`src/rtl/sm_input_pkg.sv`:
```
// Shared constants and helpers for the board input debouncer.
//   DEFAULT_DEBOUNCE_CYCLES : stable cycles needed before a new level is accepted
//   DEFAULT_KEY_W           : number of push-button inputs
//   DEFAULT_SW_W            : number of slide-switch inputs
//   KEY_INVERT / SW_INVERT  : polarity of each input class (buttons are active-low)
//   cnt_width()             : width of a counter that can hold 0..cycles
package sm_input_pkg;

    localparam int DEFAULT_DEBOUNCE_CYCLES = 500000;
    localparam int DEFAULT_KEY_W           = 4;
    localparam int DEFAULT_SW_W            = 10;

    localparam bit KEY_INVERT = 1'b1;
    localparam bit SW_INVERT  = 1'b0;

    function automatic int cnt_width(input int cycles);
        return $clog2(cycles + 1);
    endfunction

endpackage

```
`src/rtl/sm_debounce_bit.sv`:
```
// One-bit synchronizer + debounce counter + edge pulse generator.
//   clk   : rising-edge clock
//   rst   : synchronous active-high reset
//   raw   : asynchronous input bit (polarity set by INVERT)
//   level : debounced level, active-high after optional inversion
//   rise  : one-cycle pulse when level goes 0 -> 1
//   fall  : one-cycle pulse when level goes 1 -> 0
// All outputs are flops; nothing reaches them from raw without the synchronizer.
import sm_input_pkg::*;

module sm_debounce_bit #(
    parameter int DEBOUNCE_CYCLES = DEFAULT_DEBOUNCE_CYCLES,
    parameter bit INVERT          = 1'b0
) (
    input  logic clk,
    input  logic rst,
    input  logic raw,
    output logic level,
    output logic rise,
    output logic fall
);

    localparam int CNT_W = cnt_width(DEBOUNCE_CYCLES);
    localparam logic [CNT_W-1:0] CNT_LAST = CNT_W'(DEBOUNCE_CYCLES - 1);
    // Idle value of the raw pin, so reset never looks like an activation.
    localparam logic SYNC_RST = INVERT ? 1'b1 : 1'b0;

    logic             sync1_r;
    logic             sync2_r;
    logic             bit_s;
    logic [CNT_W-1:0] cnt_r;
    logic [CNT_W-1:0] cnt_nxt_s;
    logic             level_r;
    logic             level_nxt_s;
    logic             rise_r;
    logic             rise_nxt_s;
    logic             fall_r;
    logic             fall_nxt_s;

    // Polarity correction happens only after the second synchronizer flop.
    assign bit_s = sync2_r ^ INVERT;

    // Counter / level decision: count while differing, toggle on the last count.
    always_comb begin
        cnt_nxt_s   = '0;
        level_nxt_s = level_r;
        rise_nxt_s  = 1'b0;
        fall_nxt_s  = 1'b0;
        if (bit_s != level_r) begin
            if (cnt_r == CNT_LAST) begin
                level_nxt_s = ~level_r;
                rise_nxt_s  = ~level_r;
                fall_nxt_s  = level_r;
                cnt_nxt_s   = '0;
            end else begin
                cnt_nxt_s = cnt_r + CNT_W'(1);
            end
        end else begin
            // Matching again before acceptance discards any partial count.
            cnt_nxt_s = '0;
        end
    end

    // Synchronizer, counter, level and pulse registers.
    always_ff @(posedge clk) begin
        if (rst) begin
            sync1_r <= SYNC_RST;
            sync2_r <= SYNC_RST;
            cnt_r   <= '0;
            level_r <= 1'b0;
            rise_r  <= 1'b0;
            fall_r  <= 1'b0;
        end else begin
            sync1_r <= raw;
            sync2_r <= sync1_r;
            cnt_r   <= cnt_nxt_s;
            level_r <= level_nxt_s;
            rise_r  <= rise_nxt_s;
            fall_r  <= fall_nxt_s;
        end
    end

    assign level = level_r;
    assign rise  = rise_r;
    assign fall  = fall_r;

endmodule

```
`src/rtl/sm_input_debounce.sv`:
```
// Debouncer for a bank of board push-buttons and slide switches.
//   clk         : rising-edge clock
//   rst         : synchronous active-high reset
//   key_raw     : asynchronous buttons, active-low (0 = pressed)
//   sw_raw      : asynchronous switches, active-high
//   key_level   : debounced button state, 1 = pressed
//   key_press   : one-cycle pulse per accepted press
//   key_release : one-cycle pulse per accepted release
//   sw_level    : debounced switch state
//   sw_change   : one-cycle pulse on any accepted switch transition
// Each bit is handled by its own independent sm_debounce_bit instance.
import sm_input_pkg::*;

module sm_input_debounce #(
    parameter int DEBOUNCE_CYCLES = DEFAULT_DEBOUNCE_CYCLES,
    parameter int KEY_W           = DEFAULT_KEY_W,
    parameter int SW_W            = DEFAULT_SW_W
) (
    input  logic             clk,
    input  logic             rst,
    input  logic [KEY_W-1:0] key_raw,
    input  logic [SW_W-1:0]  sw_raw,
    output logic [KEY_W-1:0] key_level,
    output logic [KEY_W-1:0] key_press,
    output logic [KEY_W-1:0] key_release,
    output logic [SW_W-1:0]  sw_level,
    output logic [SW_W-1:0]  sw_change
);

    logic [SW_W-1:0] sw_rise_s;
    logic [SW_W-1:0] sw_fall_s;

    for (genvar gi = 0; gi < KEY_W; gi++) begin : g_key
        sm_debounce_bit #(
            .DEBOUNCE_CYCLES (DEBOUNCE_CYCLES),
            .INVERT          (KEY_INVERT)
        ) u_bit (
            .clk   (clk),
            .rst   (rst),
            .raw   (key_raw[gi]),
            .level (key_level[gi]),
            .rise  (key_press[gi]),
            .fall  (key_release[gi])
        );
    end

    for (genvar gj = 0; gj < SW_W; gj++) begin : g_sw
        sm_debounce_bit #(
            .DEBOUNCE_CYCLES (DEBOUNCE_CYCLES),
            .INVERT          (SW_INVERT)
        ) u_bit (
            .clk   (clk),
            .rst   (rst),
            .raw   (sw_raw[gj]),
            .level (sw_level[gj]),
            .rise  (sw_rise_s[gj]),
            .fall  (sw_fall_s[gj])
        );
    end

    // Rise and fall are mutually exclusive flops, so their OR is a clean pulse.
    assign sw_change = sw_rise_s | sw_fall_s;

endmodule

```
`config.mk`:
```
export PLATFORM = sky130hd
export DESIGN_NAME = sm_input_debounce
export DESIGN_NICKNAME = d
export VERILOG_FILES = /design/src/rtl/sm_input_pkg.sv /design/src/rtl/sm_debounce_bit.sv /design/src/rtl/sm_input_debounce.sv
export SDC_FILE = /design/constraint.sdc
export NUM_CORES = 1
export LEC_CHECK = 0
export CAP_MARGIN = 10
export CORE_ASPECT_RATIO = 0.75
export CORE_UTILIZATION = 50
export CTS_BUF_LIST = sky130_fd_sc_hd__clkbuf_4 sky130_fd_sc_hd__clkbuf_8
export DETAILED_ROUTE_END_ITERATION = 12
export PLACE_DENSITY = 0.67
export SYNTH_ARGS = -nofsm -noshare
export SYNTH_HDL_FRONTEND = slang
export SYNTH_SLANG_ARGS = --single-unit
```
`constraint.sdc`:
```
create_clock -name clk -period 2.5 [get_ports clk]
set_clock_uncertainty 0.15 [all_clocks]
set_input_delay 0.25 -clock clk [delete_from_list [all_inputs] [get_ports clk]]
set_output_delay 0.25 -clock clk [all_outputs]
set_load 0.02 [all_outputs]
```
==> summary.md <==
| Metric | Value |
|---|---|
| Status | `finished clean` |
| Top sig layer | `met4` |
| Clk network pwr share | `a little under half` |
| Placed Area | `roughly 15000 um^2` |
| Mean post-synth cell area | `about 9 um^2` |
| Power per cell area | `between 600 and 700 nW/um^2` |
| CP endpoint kind | `output pin` |
| Worst-margin pin slew | `0.644 ns` |
| Final setup viols | `0` |
| Met3 wire length | `around 1100 um` |
| Max VDD drop | `between 0.3 and 0.4 mV` |
| Die Footprint | `between 20000 and 30000 um^2` |
| Cts repair resizes | `0` |
| # clock sinks | `about 340` |
| Fin area | `16300 um^2` |
| Gr usage total | `between 10% and 20%` |
| YS warnings | `0` |
| GRT overflow | `0` |
| GPL Wtd Cong | `0.815` |
| Final worst setup slack | `roughly 0.37 ns` |
| Area Growth Syn to Fin | `12.9%` |
| Sequential Power Share | `52.9%` |
| Critical path's slowest cell | `clkdlybuf4s50_1` |
| Pre-CTS WS | `about 0.38 ns` |
| First-pass GRT wire length | `between 40000 and 50000 um` |
| Most used DFF post-synth | `dfxtp_1` |
| N_diodes | `0` |
| Share of layout cells above drive strength 1 | `~8.9%` |
| Cells along the critical path | `or2_2 > clkdlybuf4s50_1` |
| # IOs | `between 40 and 50` |
| Core ar. | `approximately 28000 um^2` |
| Util after Layout | `57.7%` |
| Slowest stage delay, CP | `0.55 ns` |
| Crit path buf inv count | `1` |
| Startpoint types | `flip-flop` |
| Clock buffer depth | `3` |
| Fin cells | `2108` |
| Setup_tns | `0 ns` |
| Post CTS Setup Buffer Count | `0` |
| Drt initial violations | `521` |
| Asr flop ratio synth | `0%` |
| Switching pwr | `around 2.2 mW` |
| Num CTS Buffers | `between 50 and 60` |
| Dpl cells | `a little over 2000` |
| Length of routed met2 wiring | `roughly 11000 um` |
| CP required | `approximately 2.1 ns` |
| Max-Cap Viols | `0` |
| Synth Instances | `roughly 1600` |
| Leak | `~5.0 nW` |
| Fin. Hold Viols | `0` |
| Post-DRT Antenna Nets | `0` |
| Wire length per cell | `about 13 um` |
| Post-layout net count | `1715` |
| Tcrit/Tclk final | `85.1%` |
| Syn nets | `about 1700` |
| Logic pwr share | `1.3%` |
| WP data arrival | `around 1.7 ns` |
| RSZ-0062 raised after global routing | `false` |
| Initial Util | `slightly above 50%` |
| CP delay by family, top | `buffers and inverters` |
| EDFF count, synth | `0` |
| Port bufs | `47` |
| Root Driver | `clkbuf_8` |
| Routed wire length | `27000 um` |
| Cts hold-fix bufs | `1` |
| Internal power | `~8 mW` |
| Drt first pass iters | `5` |
| Post-DR vias/cell | `5.32` |
| Worst-Skew Late Latency | `~0.58 ns` |
| Vias in the first global route | `between 10000 and 15000` |
| Fill cells | `approximately 2500` |
| Row count | `53` |
| Worst-path clk slew | `~0.070 ns` |
| Critical path fanouts, max | `1` |
| Largest net degree at the start of global routing | `40` |
| Detailed placer's ending HPWL | `about 18000 um` |
| Die Width | `198 um` |
| Initial antenna violation count | `0` |
| DRC errors left | `0` |
| H-Tree Depth | `2` |
| WL met1 | `roughly 14000 um` |
| HP Class | `in2reg` |
| Fmax | `approximately 470 MHz` |
| Sequential element share of the synthesized area | `between 40% and 50%` |
| Relative slew slack | `between 50 and 60%` |
| Mapped Area | `14400 um^2` |
| Vias | `between 10000 and 15000` |
| Die height | `149 um` |
| Count of cell types in the netlist | `49` |
| Switching Fraction | `a little over a fifth` |
| CTS tree | `yes` |
| Min Clock Period, post-route | `2.13 ns` |
| Yosys reg bits | `~340` |
| Max-slew violations | `0` |
| CP Class | `reg2out` |
## metrics by stage
step                      hold slack, ns  power [mW]
after floorplan                    0.204        5.59
after global placement             0.243        5.65
after detailed placement           0.247        5.65
after CTS                         0.0186        10.4
after global routing              0.0480        10.7
final                             0.0699        10.2
## cells in the mapped netlist (7+ instances only)
| cell | count | area [um^2] |
|---|---|---|
| o21ai_0 | 40 | 200 |
| buf_4 | 22 | 165 |
| or4_1 | 39 | 293 |
| nand2_1 | 84 | 315 |
| and2_1 | 9 | 56.3 |
| buf_2 | 9 | 45.0 |
| dfxtp_1 | 336 | 6730 |
| nor2_1 | 215 | 807 |
| and3_1 | 36 | 225 |
| ha_1 | 14 | 175 |
| and4_1 | 31 | 272 |
| a21oi_1 | 81 | 405 |
| o31ai_1 | 28 | 210 |
| xnor2_1 | 85 | 744 |
| o21ai_1 | 7 | 35.0 |
| nor4_1 | 38 | 238 |
| nor3_1 | 43 | 215 |
| nor4b_1 | 14 | 123 |
| inv_1 | 39 | 146 |
| xor2_1 | 95 | 832 |
| or2_2 | 26 | 163 |
| nand4_1 | 72 | 450 |
| clkbuf_1 | 31 | 116 |
| nand3_1 | 100 | 500 |
| nor2b_1 | 21 | 131 |
| or3_1 | 43 | 269 |
| nand2b_1 | 14 | 87.6 |
## power by group through the flow
| stage | Sequential [mW] | Clock (mW) | Combinational, mW |
|---|---|---|---|
| global route | 5.40 | 5.12 | 0.148 |
| global placement | 5.52 | 0 | 0.133 |
| CTS | 5.40 | 4.86 | 0.136 |
| finish | 5.40 | 4.67 | 0.134 |
| detailed placement | 5.52 | 0 | 0.135 |
| floorplan | 5.51 | 0 | 0.0781 |
## layer usage
layer	vias up	global-route usage (%)
met1	5153	26.9
met2	145	27.3
met5	-	0
met4	0	5.58
li1	5883	-
met3	40	3.89
## cell type report
class                   instances  area, um^2  area share, %
clock buffers                  81        1030           6.31
flip-flops and latches        336        6730           41.3
repair buffers                 70         643           3.95
well taps                     385         482           2.96
multi-input cells            1186        7190           44.2
inverters                      39         146          0.900
clock inverters                11        55.1          0.338
## final timing paths
kind,from,to,slack (ns),cells after the start
max,g_sw[0].u_bit.fall,sw_change[0],0.37,2
min,sw_raw[2],g_sw[2].u_bit.sync1_r,0.07,2
min reg2reg,g_key[2].u_bit.sync1_r,g_key[2].u_bit.sync2_r,0.26,1
max reg2reg,g_sw[6].u_bit.cnt_r[7],g_sw[6].u_bit.cnt_r[18],0.38,4
## cells in the final DEF (no fill, tap or decap), types with 46 or more instances in the layout
master | Yosys | routed
xnor2_1 | 85 | 85
dfxtp_1 | 336 | 336
nand2_1 | 84 | 84
clkdlybuf4s50_1 | 0 | 46
nand4_1 | 72 | 72
nand3_1 | 100 | 100
clkbuf_8 | 0 | 67
xor2_1 | 95 | 95
a21oi_1 | 81 | 81
nor2_1 | 215 | 215
## logic make-up (layout without fill, tap and decap cells)
logic type,after synthesis,count (layout),synth area share (%)
AOI/OAI and AO/OA,175,175,6.99
xor gates and xnor gates,180,180,10.9
buffers and inverters,107,201,3.44
DFF,336,336,46.7
and+or+nand+nor,817,817,30.8
adders and majority gates,14,14,1.22
## registers in the layout, indices dropped and copies added (netlist names)
| signal | cells |
|---|---|
| g_key.u_bit.cnt_r | 76 |
| g_key.u_bit.fall | 4 |
| g_key.u_bit.level | 4 |
| g_key.u_bit.rise | 4 |
| g_key.u_bit.sync1_r | 4 |
| g_key.u_bit.sync2_r | 4 |
| g_sw.u_bit.bit_s | 10 |
| g_sw.u_bit.cnt_r | 190 |
| g_sw.u_bit.fall | 10 |
| g_sw.u_bit.level | 10 |
| g_sw.u_bit.rise | 10 |
| g_sw.u_bit.sync1_r | 10 |
(Power assumes the default switching activity.)
==> RTL change 1, RTL diff (same flow settings) <==
Set the package constant `KEY_INVERT` to 1'b0 (it was 1'b1).
--- a/src/rtl/sm_input_pkg.sv
+++ b/src/rtl/sm_input_pkg.sv
@@ -10,7 +10,7 @@
     localparam int DEFAULT_KEY_W           = 4;
     localparam int DEFAULT_SW_W            = 10;
 
-    localparam bit KEY_INVERT = 1'b1;
+    localparam bit KEY_INVERT = 1'b0;
     localparam bit SW_INVERT  = 1'b0;
 
     function automatic int cnt_width(input int cycles);
Check against the original RTL: same outputs for any inputs over 10 cycles, from zero or initial values and one cycle with rst high; that may be too few to reach the edited logic, so the function may still have changed.
==> RTL change 1 against the original RTL <==
- count of clock-buffer cells in the layout shrank 3
- sequential cell count is the same
- synthesized area grew 1.3%
- total power grew 2.8%
- design area grew 1.6%
- wire length grew 3.2%
- register-to-register slack lost 0.16 ns
- setup slack lost 0.15 ns
==> RTL change 1: results (changes against the original RTL) <==
* Flop2flop setup slack at 0.22 ns (was 0.38 ns)
* Yosys cell types at 50 (was 49)
* Total GRT Usage at 19.05% (was 18.49%)
* Post-Synth XOR/XNOR Area at 10.97% (was 10.94%)
* Layout cells sized above 1 at 9.195% (was 8.938%)
* DPL Wire Length at 18.77 mm (was 18.02 mm)
* WL met1 at 14.97 mm (was 14.35 mm)
* Clock root buffer master: clkbuf_8 (unchanged)
* Crit-path slowest cell: or4b_1 (was clkdlybuf4s50_1)
* Largest regs: g_sw.u_bit.cnt_r: 190 flops, g_key.u_bit.cnt_r: 76 flops (unchanged)
* FF-to-FF Start: g_sw[1].u_bit.cnt_r[5]$_SDFF_PP0_ (was g_sw[6].u_bit.cnt_r[7]$_SDFF_PP0_)
* Largest net degree at the start of global routing at 24 (was 40)
* Seq/Total Area, Yosys at 46.05% (was 46.66%)
* Status: finished clean (unchanged)
* Final wirelength at 27.90 mm (was 27.02 mm)
* Most area-consuming cells after synthesis: dfxtp_1 (46%), nor2_1 (5.8%), xor2_1 (5.5%) (was dfxtp_1 (47%), xor2_1 (5.8%), nor2_1 (5.6%))
* Critical path's top delay family: simple AND/OR/NAND/NOR gates (was buffers and inverters)
* Global route overflow at 0 (unchanged)
* Crit-path max FO at 18 (was 1)
* Vias in the first global route at 10.30k (was 10.18k)
* Starting DRC count in detailed routing at 508 (was 521)
* Max IR drop VDD at 0.5602 mV (was 0.3722 mV)
* Crit path arrival time at 2.58 ns (was 1.73 ns)
* Hold Path Depth at 2 (unchanged)
* Placer's final routability congestion estimate at 0.8376 (was 0.8146)
* Total vias in the final route at 11.45k (was 11.22k)
* Hold WS at 0.06632 ns (was 0.06987 ns)
* Global-route wire length before repair at 48.04 mm (was 46.31 mm)
* Static Leak at 0.005109 µW (was 0.005031 µW)
* Least-Margin Pin Slew at 0.6268 ns (was 0.6439 ns)
* Metal2 WL at 11.21 mm (was 11.11 mm)
* Pre-Repair DR Iteration Count at 5 (unchanged)
* Synth Area in Compound Gates at 6.938% (was 6.987%)
* Critical Path Sink: g_sw[1].u_bit.cnt_r[14]$_SDFF_PP0_ (was sw_change[0])
* Mux contribution to synthesized area at 0% (unchanged)
* CP max stage delay at 0.55 ns (about the same)
* Post-Synth Adder-Cell Area at 1.199% (was 1.215%)
* Syn_nets at 1669 (was 1659)
* Most frequent cells after synthesis: dfxtp_1 (336), nor2_1 (226), nand3_1 (103) (was dfxtp_1 (336), nor2_1 (215), nand3_1 (100))
* Met3 routed wirelength at 1.138 mm (was 1.135 mm)
==> RTL change 1: cell types whose count changed after synthesis, moves of 8 or more <==
cell,unedited run,this run
nand2_1,84,70
nand4_1,72,86
nor2_1,215,226
or2_2,26,16
or4_1,39,29
inv_1,39,31
nand2b_1,14,22
==> RTL change 1: per-layer routing <==
| layer | vias up | GRT usage (%) |
|---|---|---|
| met5 | - | 0 |
| met4 | 0 | 6.298 |
| met3 | 49 | 3.584 |
| met2 | 185 | 27.25 |
| met1 | 5268 | 28.43 |
| li1 | 5947 | - |
==> RTL change 1: stage by stage <==
stage / setup WS, ns / cells / total power, µW / cell area (µm²) / util [%]
after floorplan: 0.4139 / 1639 / 5593 / 14610 / -
final: 0.2216 / 2125 / 10490 / 16540 / 58.28
after global placement: 0.2640 / 2032 / 5650 / 15380 / 54.20
after CTS: 0.2151 / 2125 / 10670 / 16540 / 58.28
after global routing: 0.08288 / 2125 / 10950 / 16540 / 58.28
after detailed placement: 0.2137 / 2032 / 5653 / 15380 / 54.20
==> RTL change 1: cell families after synthesis <==
logic type               count (synthesis)
AND/OR/NAND/NOR                        840
flip-flops                             336
XOR/XNOR                               183
AO/OA/AOI/OAI                          170
buffers and inverters                   96
adder cells (fa/ha/maj)                 14
==> RTL change 1: layout make-up <==
cell class	count	area, µm²
timing repair buffer	74	673.1
inverter	31	116.4
fill	2595	11840
tap	385	481.7
multi-input combinational	1207	7395
clock inverter	14	120.1
clock buffer	78	1030
sequential	336	6726
==> RTL change 1: where the power goes <==
group	switching [µW]	internal [µW]	total (µW)
Sequential	16.4	5380	5400
Combinational	75.3	59.6	135
Clock	2120	2830	4960
Total	2220	8280	10500
==> RTL change 2, RTL diff (config.mk and constraints unchanged) <==
Without the edit above. Reset style: asynchronous (`rst`), changed in one clocked block. Comments in the files are not updated.
--- a/src/rtl/sm_debounce_bit.sv
+++ b/src/rtl/sm_debounce_bit.sv
@@ -62,7 +62,7 @@
     end
 
     // Synchronizer, counter, level and pulse registers.
-    always_ff @(posedge clk) begin
+    always_ff @(posedge clk or posedge rst) begin
         if (rst) begin
             sync1_r <= SYNC_RST;
             sync2_r <= SYNC_RST;
Check against the original RTL: same outputs for any inputs over 10 cycles, from zero or initial values and one cycle with rst high; that may be too few to reach the edited logic, so the function may still have changed.
==> RTL change 2 against the original RTL <==
- the flow now finishes with violations (DRC)
- wire length up 9.1%
- hold slack better by 0.12 ns
- setup slack worse by 0.091 ns
- sequential cell count unchanged
- via count up 1.7%
- design area up 12%
- critical path type is now flop to flop
- synthesized area up 9.2%
- highest routed layer unchanged
- first-iteration DRC count up 53%
Power is not compared: it rests on default switching activity, and its combinational part moved more than twofold at a synthesized area within 25%.
==> RTL change 2: results (changes against the original RTL) <==
* Least-Margin Pin Slew at 0.6499 ns (was 0.6439 ns)
* Hold path startpoint: g_sw[1].u_bit.sync1_r$_DFF_PP0_ (was sw_raw[2])
* Detail-routed via count per cell at 5.474 (was 5.323)
* Most frequent cells after synthesis: dfrtp_1 (328), nor2_1 (195), xnor2_1 (109) (was dfxtp_1 (336), nor2_1 (215), nand3_1 (100))
* Cts bufs inserted at 54 (was 52)
* Syn_nets at 1570 (was 1659)
* Dpl cell area at 16750 µm² (was 15180 µm²)
* Async S/R FF share, synth at 100.0% (was 0%)
* Seq/Total Area, Yosys at 53.46% (was 46.66%)
* Vias in the first global route at 10.99k (was 10.18k)
* Global-route wire length before repair at 51.69 mm (was 46.31 mm)
* Post-Place Worst Slack at 0.2877 ns (was 0.3796 ns)
* DRC at 3 (was 0)
* Flop2flop setup slack at 0.28 ns (was 0.38 ns)
* Status: finished with violations (was finished clean)
* Yosys cell types at 42 (was 49)
* Largest net degree at the start of global routing at 100 (was 40)
* Mux contribution to synthesized area at 0.9695% (was 0%)
* Fin crit period at 2.218 ns (was 2.127 ns)
* Post-Synth XOR/XNOR Area at 10.01% (was 10.94%)
* Synth Area in Compound Gates at 5.920% (was 6.987%)
* Avg Inst Size Synth at 10.22 µm² (was 8.850 µm²)
* CP max stage delay at 0.60 ns (was 0.55 ns)
* Layout cells sized above 1 at 11.68% (was 8.938%)
* Post-Synth Adder-Cell Area at 1.113% (was 1.215%)
* Final wirelength at 29.48 mm (was 27.02 mm)
* Total GRT Usage at 19.15% (was 18.49%)
* Hold Buf Count CTS at 15 (was 1)
* Placer's final routability congestion estimate at 0.8517 (was 0.8146)
* Failing checks: DRC
* Reg2reg path depth at 5 (was 4)
* Final net count at 1672 (was 1715)
* FF-to-FF End: g_sw[2].u_bit.cnt_r[18]$_DFF_PP0_ (was g_sw[6].u_bit.cnt_r[18]$_SDFF_PP0_)
## RTL change 2: cell count changes after synthesis, sizes merged, moves of 12 or more
cell | before | now
nor2b | 21 | 1
nor3b | 5 | 28
nor2 | 215 | 195
xnor2 | 85 | 109
nand2b | 14 | 0
nor3 | 45 | 24
or2 | 30 | 18
xor2 | 95 | 71
dfrtp | 0 | 328
dfxtp | 336 | 0
## RTL change 2: power breakdown
| part | total [µW] | internal [µW] | switching [µW] |
|---|---|---|---|
| registers | 5600 | 5520 | 76.8 |
| logic | 381 | 144 | 236 |
| clock network | 5330 | 3140 | 2190 |
| total | 11300 | 8810 | 2500 |
## RTL change 2: cell type report
cell class	instances	area, µm²
multi-input cells	1109	6872
clock inverters	16	186.4
repair buffers	102	958.4
inverters	39	150.1
well taps	399	499.2
clock buffers	84	1069
flip-flops and latches	336	8418
fillers	2566	12400
## RTL change 2: critical path: cells and delay by family (launching register included)
kind,cells,cell delay (ns)
compound gates,1,0.18
flops,1,0.39
simple gates,3,1.19
fa+ha+maj,1,0.23
